`src/rtl/alu_loop_driver_pkg.sv`:
```
// Shared ALU types: operation codes, operand bundle, loop-driver FSM states and response record.
// Latency: none (types and constants only).
// Backpressure: not applicable.
package alu_loop_driver_pkg;

   localparam int unsigned ALU_WORD_WIDTH = 32;
   localparam int unsigned ALU_CYC_WIDTH  = 8;

   // Operation selector understood by the nibble-serial ALU loop
   typedef enum logic [2:0] {
      ALU_ADD  = 3'd0,
      ALU_SUB  = 3'd1,
      ALU_COMP = 3'd2,
      ALU_AND  = 3'd3,
      ALU_OR   = 3'd4,
      ALU_XOR  = 3'd5
   } AluCtrl;

   // Operand bundle held stable towards the loop for a whole operation
   typedef struct packed {
      AluCtrl                    ctrl;
      logic [ALU_WORD_WIDTH-1:0] word1;
      logic [ALU_WORD_WIDTH-1:0] word2;
      logic [ALU_WORD_WIDTH-1:0] preinit;
      logic                      check_0xf;
      logic                      signed_neg;
      logic                      preinit_only;
   } aluParams;

   // Loop-driver sequencing states
   typedef enum logic [2:0] {
      ST_IDLE    = 3'd0,
      ST_ARM     = 3'd1,
      ST_RUN     = 3'd2,
      ST_PRELOAD = 3'd3,
      ST_RESP    = 3'd4
   } alu_loop_state_e;

   // Captured response, held until the consumer accepts it
   typedef struct packed {
      logic [ALU_WORD_WIDTH-1:0] result;
      logic                      carry;
      logic [ALU_CYC_WIDTH-1:0]  cycles;
      logic                      error;
   } alu_loop_rsp_t;

endpackage

```
`src/rtl/alu_loop_cycle_counter.sv`:
```
// RUN-cycle counter: clears on clr_i, counts on inc_i, saturates at 255; optional watchdog flag.
// Latency: count visible the cycle after the increment; timeout_o is combinational on the count.
// Backpressure: none; counting is purely driven by the owning FSM.
// Watchdog compare exists only when ALU_LOOP_DRIVER_TIMEOUT_EN is defined.
module alu_loop_cycle_counter
   import alu_loop_driver_pkg::*;
#(
   parameter int unsigned TIMEOUT_CYCLES = 64
)(
   input  logic                     clk,
   input  logic                     rst_n,
   input  logic                     clr_i,
   input  logic                     inc_i,
   output logic [ALU_CYC_WIDTH-1:0] cnt_o,
   output logic                     timeout_o
);

   logic [ALU_CYC_WIDTH-1:0] cnt_q;
   logic [ALU_CYC_WIDTH-1:0] cnt_d;

   // Next count: clear wins, otherwise increment and stick at all-ones
   always_comb begin
      cnt_d = cnt_q;
      if (clr_i) begin
         cnt_d = '0;
      end else if (inc_i && (cnt_q != '1)) begin
         cnt_d = cnt_q + 1'b1;
      end
   end

   // Count register
   always_ff @(posedge clk or negedge rst_n) begin
      if (!rst_n) begin
         cnt_q <= '0;
      end else begin
         cnt_q <= cnt_d;
      end
   end

   assign cnt_o = cnt_q;

`ifdef ALU_LOOP_DRIVER_TIMEOUT_EN
   // Count already holds the completed RUN cycles, so the limit is reached after exactly that many busy cycles
   assign timeout_o = ({{(32-ALU_CYC_WIDTH){1'b0}}, cnt_q} >= TIMEOUT_CYCLES);
`else
   assign timeout_o = 1'b0;
`endif

endmodule

```
`src/rtl/alu_loop_driver.sv`:
```
// Request/response front end for the nibble-serial ALU loop: IDLE->ARM->RUN->RESP or IDLE->PRELOAD->RESP.
// Latency: response 2 edges after handshake for preload, 3+k for a loop (k = busy RUN cycles).
// Backpressure: req_ready only in IDLE; RESP holds all rsp_* stable until rsp_ready. Watchdog: ALU_LOOP_DRIVER_TIMEOUT_EN.
module alu_loop_driver
   import alu_loop_driver_pkg::*;
#(
   parameter int unsigned  ALU_BITS_WIDTH = 4,
   parameter int unsigned  TIMEOUT_CYCLES = 64,
   localparam int unsigned NW             = $clog2(32 / ALU_BITS_WIDTH)
)(
   input  logic          clk,
   input  logic          rst_n,
   // request
   input  logic          req_valid,
   output logic          req_ready,
   input  AluCtrl        req_ctrl,
   input  logic [31:0]   req_word1,
   input  logic [31:0]   req_word2,
   input  logic [NW-1:0] req_nibbles,
   input  logic          req_check_0xf,
   input  logic          req_signed_neg,
   input  logic [31:0]   req_preinit,
   input  logic          req_preinit_only,
   // response
   output logic          rsp_valid,
   input  logic          rsp_ready,
   output logic [31:0]   rsp_result,
   output logic          rsp_carry,
   output logic [7:0]    rsp_cycles,
   output logic          rsp_error,
   // loop side
   output logic          loop_perm_to_count,
   output logic [NW-1:0] loop_nibbles_number,
   output AluCtrl        ctrl,
   output logic [31:0]   word1,
   output logic [31:0]   word2,
   output logic          check_if_result_0xF,
   output logic          word2_is_signed_and_negative,
   output logic [31:0]   preinit_result,
   output logic          enable_preinit_only,
   input  logic          busy,
   input  logic [31:0]   result,
   input  logic          carry_in_out
);

   alu_loop_state_e          state_q;
   aluParams                 ops_q;
   logic [NW-1:0]            nib_q;
   logic                     req_ready_q;
   logic                     perm_q;
   logic                     preinit_en_q;
   logic                     rsp_valid_q;
   alu_loop_rsp_t            rsp_q;
   logic [ALU_CYC_WIDTH-1:0] run_cnt;
   logic                     run_timeout;
   logic                     cnt_clr;
   logic                     cnt_inc;

   assign cnt_clr = (state_q == ST_ARM) || (state_q == ST_PRELOAD);
   assign cnt_inc = (state_q == ST_RUN);

   alu_loop_cycle_counter #(
      .TIMEOUT_CYCLES (TIMEOUT_CYCLES)
   ) u_cycle_counter (
      .clk       (clk),
      .rst_n     (rst_n),
      .clr_i     (cnt_clr),
      .inc_i     (cnt_inc),
      .cnt_o     (run_cnt),
      .timeout_o (run_timeout)
   );

   // Sequencer with registered handshake and loop-control outputs
   always_ff @(posedge clk or negedge rst_n) begin
      if (!rst_n) begin
         state_q      <= ST_IDLE;
         ops_q        <= '0;
         nib_q        <= '0;
         req_ready_q  <= 1'b1;
         perm_q       <= 1'b0;
         preinit_en_q <= 1'b0;
         rsp_valid_q  <= 1'b0;
         rsp_q        <= '0;
      end else begin
         case (state_q)
            ST_IDLE: begin
               if (req_valid && req_ready_q) begin
                  ops_q       <= '{ctrl: req_ctrl, word1: req_word1, word2: req_word2,
                                   preinit: req_preinit, check_0xf: req_check_0xf,
                                   signed_neg: req_signed_neg, preinit_only: req_preinit_only};
                  nib_q       <= req_nibbles;
                  req_ready_q <= 1'b0;
                  if (req_preinit_only) begin
                     state_q      <= ST_PRELOAD;
                     preinit_en_q <= 1'b1;
                  end else begin
                     state_q <= ST_ARM;
                  end
               end
            end
            ST_ARM: begin
               // perm low for this one cycle lets the loop load its counter and carry
               perm_q  <= 1'b1;
               state_q <= ST_RUN;
            end
            ST_RUN: begin
               if (!busy || run_timeout) begin
                  rsp_q       <= '{result: result, carry: carry_in_out, cycles: run_cnt,
                                   error: busy && run_timeout};
                  perm_q      <= 1'b0;
                  rsp_valid_q <= 1'b1;
                  state_q     <= ST_RESP;
               end
            end
            ST_PRELOAD: begin
               rsp_q        <= '{result: ops_q.preinit, carry: 1'b0, cycles: '0, error: 1'b0};
               preinit_en_q <= 1'b0;
               rsp_valid_q  <= 1'b1;
               state_q      <= ST_RESP;
            end
            ST_RESP: begin
               if (rsp_ready) begin
                  rsp_valid_q <= 1'b0;
                  req_ready_q <= 1'b1;
                  state_q     <= ST_IDLE;
               end
            end
            default: begin
               state_q     <= ST_IDLE;
               perm_q      <= 1'b0;
               rsp_valid_q <= 1'b0;
               req_ready_q <= 1'b1;
            end
         endcase
      end
   end

   assign req_ready                    = req_ready_q;
   assign rsp_valid                    = rsp_valid_q;
   assign rsp_result                   = rsp_q.result;
   assign rsp_carry                    = rsp_q.carry;
   assign rsp_cycles                   = rsp_q.cycles;
   assign rsp_error                    = rsp_q.error;
   assign loop_perm_to_count           = perm_q;
   assign enable_preinit_only          = preinit_en_q;
   assign loop_nibbles_number          = nib_q;
   assign ctrl                         = ops_q.ctrl;
   assign word1                        = ops_q.word1;
   assign word2                        = ops_q.word2;
   assign check_if_result_0xF          = ops_q.check_0xf;
   assign word2_is_signed_and_negative = ops_q.signed_neg;
   assign preinit_result               = ops_q.preinit;

endmodule

```
`config.mk`:
```
export PLATFORM = sky130hd
export DESIGN_NAME = alu_loop_driver
export DESIGN_NICKNAME = d
export VERILOG_FILES = /design/src/rtl/alu_loop_driver_pkg.sv /design/src/rtl/alu_loop_cycle_counter.sv /design/src/rtl/alu_loop_driver.sv
export SDC_FILE = /design/constraint.sdc
export NUM_CORES = 1
export LEC_CHECK = 0
export CAP_MARGIN = 20
export CORE_AREA = 2 2 126 128
export DETAILED_ROUTE_END_ITERATION = 7
export DIE_AREA = 0 0 128 130
export PLACE_DENSITY = 0.85
export SLEW_MARGIN = 0
export SYNTH_ARGS = -nofsm -noshare
export SYNTH_HDL_FRONTEND = slang
export SYNTH_HIERARCHICAL = 1
export SYNTH_SLANG_ARGS = --single-unit
```
`constraint.sdc`:
```
create_clock -name clk -period 4.7 [get_ports clk]
set_input_delay 0.47 -clock clk [delete_from_list [all_inputs] [get_ports clk]]
set_output_delay 0.47 -clock clk [all_outputs]
set_load 0.01 [all_outputs]
```
==> results of run 1 <==
critical path: cells and delay by family:
kind                   cells  cell delay, ns
muxes                      1            0.38
and+or+nand+nor            2            0.89
buffers and inverters      2            0.95
per-stage QoR:
step | cells | util (%) | total power [W]
3_3_place_gp | 937 | 64.3 | 0.00529
2_1_floorplan | 480 | - | 0.00373
6_report | 968 | 68.5 | 0.00689
3_5_place_dp | 937 | 64.3 | 0.00541
5_1_grt | 968 | 68.5 | 0.00725
4_1_cts | 968 | 68.5 | 0.00695
where the power goes:
| part | total, W | switching [W] | internal, W | leakage [nW] |
|---|---|---|---|---|
| Combinational | 0.00289 | 0.00110 | 0.00179 | 2.39 |
| Clock | 0.00150 | 0.000534 | 0.000969 | 0.310 |
| Sequential | 0.00250 | 0.000465 | 0.00203 | 1.94 |
| Total | 0.00689 | 0.00210 | 0.00479 | 4.64 |
per-layer routing:
| layer | part of all wire [%] | wire [um] |
|---|---|---|
| met5 | 0 | 0 |
| met4 | 2.4 | 450 |
| met3 | 8.4 | 1570 |
| met2 | 50 | 9420 |
| met1 | 39 | 7330 |
kinds of logic (layout without fill, tap and decap cells):
| family | after synthesis | after routing | share of synthesized area, % |
|---|---|---|---|
| DFF | 161 | 161 | 58.3 |
| muxes | 107 | 107 | 19.6 |
| AOI/OAI and AO/OA | 95 | 95 | 12.7 |
| buffers and inverters | 72 | 368 | 5.48 |
| and+or+nand+nor | 43 | 43 | 3.67 |
| adders and majority gates | 1 | 1 | 0.181 |
| other | 1 | 1 | 0.0542 |
worst min-delay path by stage:
stage / start / to / slack (ns) / cells past startpoint
floorplan: rst_n / check_if_result_0xF / 0.17 / 0
global placement: word2[14] / word2[14] / 0.48 / 1
detailed placement: word2[14] / word2[14] / 0.48 / 1
CTS: rst_n / preinit_result[16] / 0.15 / 1
global route: rst_n / rsp_cycles[7] / 0.17 / 1
finish: rst_n / preinit_result[16] / 0.11 / 1
cells in the final DEF (no fill, tap or decap), types with 2 or more instances in the layout:
master / count
nand3_1: 3
dfrtp_1: 160
nor2b_1: 6
clkbuf_16: 17
mux2_1: 9
buf_4: 5
clkinv_4: 2
clkdlybuf4s50_1: 291
o32ai_2: 30
nor3_1: 5
nand2b_1: 4
nand2_1: 5
mux2_4: 40
bufinv_16: 5
inv_1: 39
mux2_2: 57
o32ai_1: 2
clkbuf_8: 2
a211oi_1: 2
a21oi_1: 36
nor2_1: 5
clkbuf_1: 3
o21ai_0: 8
a22o_1: 7
nor3b_1: 2
layout make-up:
class                           count  area share [%]
Clock buffer                       22            4.39
Clock inverter                      9            1.71
Inverter                           39            1.39
Multi-Input combinational cell    247            23.9
Sequential cell                   161            38.2
Tap cell                          192            2.27
Timing Repair Buffer              298            28.2
registers in the layout (all words and copies together), names as in the netlist, 3 cells and up:
register / cells
word2: 32
ctrl: 3
state_q: 3
rsp_result: 32
rsp_cycles: 8
preinit_result: 32
u_cycle_counter/cnt_o: 8
word1: 32
loop_nibbles_number: 3
==> metrics.cfg, run 1 <==
[timing]
setup_ws_ns=2.22
rsz0062_at_grt=no
fin_skew_ns=0.00644
fin_setup_tns_ns=0
fmax_ghz=0.403
maxSlewHeadroom_pct=39.5
hold_ws_ns=0.105
setup_viol=0
tightest_slew_ns=0.907
hold_viol=0
fin_crit_sh_pct=52.8
period_minus_slack_ns=2.48
drv_slew=0

[power_and_ir_drop]
vdd_drop_max_mv=0.333
p_per_area_nw_per_um2=653
p_leak_nw=4.64

[global_routing]
grt_pass1_wl_um=28700
top_usage_layer=met2
antenna_found_initial=0
use_met1_pct=26.4
grt_util_met2_pct=38.8
use_met3_pct=8.36
grt_max_degree=92
grt_pass1_vias=5281
overflow=0
grt_usage_pct=22.7

[routing]
wl_per_cell_um=19.4
vias=5000
totalWireLength_um=18800
dr.pass1.iters=4
ant_nets=0
drt_iter0_drc=179
drc=0
via_per_inst=5.17

[cells_and_area]
drive_gt1_share_pct=21.9
diodes=0
area.sequential_um2=4030
multi_input_area_um2=2520
num-nets-final=908
final_area_um2=10600
fillers=1036
syn2layout_area_growth_pct=52.8

[die]
die_area_um2=16600
die_y_um=130
die_x_um=128
fp.coreArea_um2=15400
placement_rows=46
start_util_pct=44.8
ios=293

[worst_setup_path]
worstPathRequired_ns=5.00
r2r_setup_slack_ns=2.24
worst_setup_path_end_kind=flop
crit_path_end=word2[20]
max_stage_delay_ns=0.62
setup.worst_path.start=req_valid
rr_worst_depth=4
crit_path_top_delay_cell=nand3_4
r2r_end=word2[20]
critical_path.cell_chain=clkdlybuf4s50_1, nor2b_1, nand3_4, buf_12, mux2_1
reg2reg_from=state_q[0]
critPathMaxFanout=63
worstSetupPathType=input port to flop
worstPathArrival_ns=2.78
cp-start-kind=input port

[synth]
syn-num-nets=624
synth-edff-count=0
synth_common_cells=160 x dfrtp_1, 57 x mux2_2, 40 x mux2_4
synth_top_area_share_pct=57.9
syn_area_per_cell_um2=14.4
yosysMostFrequentCell=dfrtp_1
async_flop_share_pct=100
synth_cell_types=48
post_synth_instance_area_um2=6910
synth_seq_cells=161
ys.flop_type=dfrtp_1
yosysSeqAreaShare_pct=58.3
yosysTopAreaCell=dfrtp_1
syn_inst=480
yosys_warnings=6
yosys-top-cells-area=dfrtp_1 58%, mux2_2 9.3%, mux2_4 8.7%

[hold_path]
hold_path_class=input port to asynchronous set/reset pin

[placed_design]
dpl.hpwl_um=13400
dpl-instance-area_um2=9920
numPortBuffers=292
gp_congestion=0.834
dp_slack_ns=1.77

[status]
outcome=finished, final reports clean

[job]
drv_cap=0

[clock_tree]
clk_latency_ns=0.42
clock-sinks=161
cts_buffers=17
h-tree-depth=4
root_buffer=clkbuf_16
post_cts_resized=0
postCtsSetupBuffers=0
cts_hold_buf=0
cts.reportedPaths.clkPinSlew_ns=0.06
cts_tree=yes
max-clock-path-buffers=2

Note: power is estimated with default switching activity, not from simulation.
==> run 2: changes to the inputs <==
--- a/config.mk
+++ b/config.mk
@@ -6,10 +6,10 @@
 export NUM_CORES = 1
 export LEC_CHECK = 0
 export CAP_MARGIN = 20
-export CORE_AREA = 2 2 126 128
+export CORE_AREA = 2 2 137 139
 export DETAILED_ROUTE_END_ITERATION = 7
-export DIE_AREA = 0 0 128 130
-export PLACE_DENSITY = 0.85
+export DIE_AREA = 0 0 139 141
+export PLACE_DENSITY = 0.76
 export SLEW_MARGIN = 0
 export SYNTH_ARGS = -nofsm -noshare
 export SYNTH_HDL_FRONTEND = slang
==> constraint.sdc (replaced) <==
create_clock -name clk -period 2.2 [get_ports clk]
set_input_delay 0.22 -clock clk [delete_from_list [all_inputs] [get_ports clk]]
set_output_delay 0.22 -clock clk [all_outputs]
set_load 0.01 [all_outputs]
==> run 2 against run 1 <==
  * Critical path type is now flop to flop
  * Largest power group unchanged
  * Highest routed layer unchanged
  * Clock power up 93%
  * Power up 110%
  * Via count up 1.3%
  * Die area up 18%
  * Register-to-register slack worse by 2.0 ns
  * Non-clock buffer count up 10
  * Design area up 1.1%
  * Sequential cell count unchanged
  * First-iteration DRC count up 36%
  * Final cell count up 5.5%
  * Sequential power up 110%
==> metrics.cfg, run 2 (synthesis results as in run 1) <==
[placed_design]
dpl.hpwl_um=13800
gp_congestion=0.794
numPortBuffers=292
dpl-instance-area_um2=10100
place_inst=988

[die]
placement_rows=50
fp.coreArea_um2=18300
start_util_pct=37.8
die_y_um=141
die_area_um2=19600
ios=293
die_x_um=139

[timing]
rsz0062_at_grt=no
fin_setup_tns_ns=0
drv_slew=0
fin_crit_sh_pct=89.9
setup_viol=0
fin_skew_ns=0.0162
hold_ws_ns=0.332
maxSlewHeadroom_pct=60.7
tightest_slew_ns=0.589
period_minus_slack_ns=1.98
fmax_ghz=0.505
hold_viol=0

[worst_setup_path]
r2r_setup_slack_ns=0.22
r2r_end=u_cycle_counter/cnt_o[7]
critPathMaxFanout=8
reg2reg_from=state_q[1]
worstSetupPathType=flop to flop
rr_worst_depth=5
cp-start-kind=flop
worstPathArrival_ns=2.30
worstPathRequired_ns=2.52
worst_setup_path_end_kind=flop

[cells_and_area]
drive_gt1_share_pct=23.1
layout_commonest_cell=clkdlybuf4s50_1
diodes=0
final_cell_count_no_fill=1021
layout_common_cells=291 x clkdlybuf4s50_1, 160 x dfrtp_1, 57 x mux2_2
fillers=1450
final_area_um2=10700
num-nets-final=918
syn2layout_area_growth_pct=54.4

[power_and_ir_drop]
p_leak_nw=4.68
vdd_drop_max_mv=0.724
p_per_area_nw_per_um2=1350

[global_routing]
grt_pass1_vias=5566
grt_pass1_wl_um=29500
grt_max_degree=59
overflow=0
antenna_found_initial=0
grt_usage_pct=19.2

[clock_tree]
max-clock-path-buffers=2
clk_latency_ns=0.43
post_cts_resized=0
cts_tree=yes
cts_hold_buf=1
clock-sinks=161
h-tree-depth=4
cts_buffers=17
cts.reportedPaths.clkPinSlew_ns=0.07
root_buffer=clkbuf_16
postCtsSetupBuffers=0

[status]
outcome=finished, final reports clean

[routing]
drt_iter0_drc=244
drc=0
vias=5066
ant_nets=0
wl_per_cell_um=18.5
via_per_inst=4.96
totalWireLength_um=18900
dr.pass1.iters=4

[hold_path]
hold_path_class=input port to asynchronous set/reset pin

[job]
drv_cap=0

-- run 2: per-stage QoR --
stage                     utilization [%]  setup slack [ns]  total power (W)
after global placement               55.2             0.306           0.0114
after global routing                 58.4            0.0819           0.0152
after floorplan                         -             0.258          0.00798
after detailed placement             55.2             0.257           0.0116
final                                58.4             0.221           0.0144
after CTS                            58.4             0.240           0.0146
-- run 2: power breakdown --
part | internal [W] | switching, W
combinational | 0.00388 | 0.00235
clock | 0.00160 | 0.00130
sequential | 0.00434 | 0.000956
total | 0.00982 | 0.00461
-- run 2: per-layer routing --
layer | wire length [um] | part of all wire (%) | global-route usage (%)
met5 | 0 | 0 | 0
met4 | 455 | 2.4 | 7.76
met3 | 1660 | 8.8 | 6.83
met2 | 9640 | 51 | 33.3
met1 | 7160 | 38 | 21.6
-- run 2: final cells by class --
class	instances	area, um2	area share, %
inverter	39	146	1.37
tap	234	293	2.74
timing repair buffer	308	3110	29.1
sequential	161	4030	37.8
clock buffer	18	429	4.02
clock inverter	14	148	1.38
multi-input combinational	247	2520	23.6
-- run 2: how the worst max path moves through the flow --
stage                           from                        to
after detailed placement  state_q[1]  u_cycle_counter/cnt_o[7]
after global placement    state_q[1]  u_cycle_counter/cnt_o[7]
after global routing      state_q[1]  u_cycle_counter/cnt_o[5]
after floorplan           state_q[0]  u_cycle_counter/cnt_o[7]
final                     state_q[1]  u_cycle_counter/cnt_o[7]
after CTS                 state_q[1]  u_cycle_counter/cnt_o[7]
-- run 2: worst max-delay path: stages (launching register included) --
cell	delay, ns
dfrtp_1	0.46
or3b_2	0.48
inv_1	0.20
nand3_1	0.16
or3_1	0.33
a211oi_1	0.25
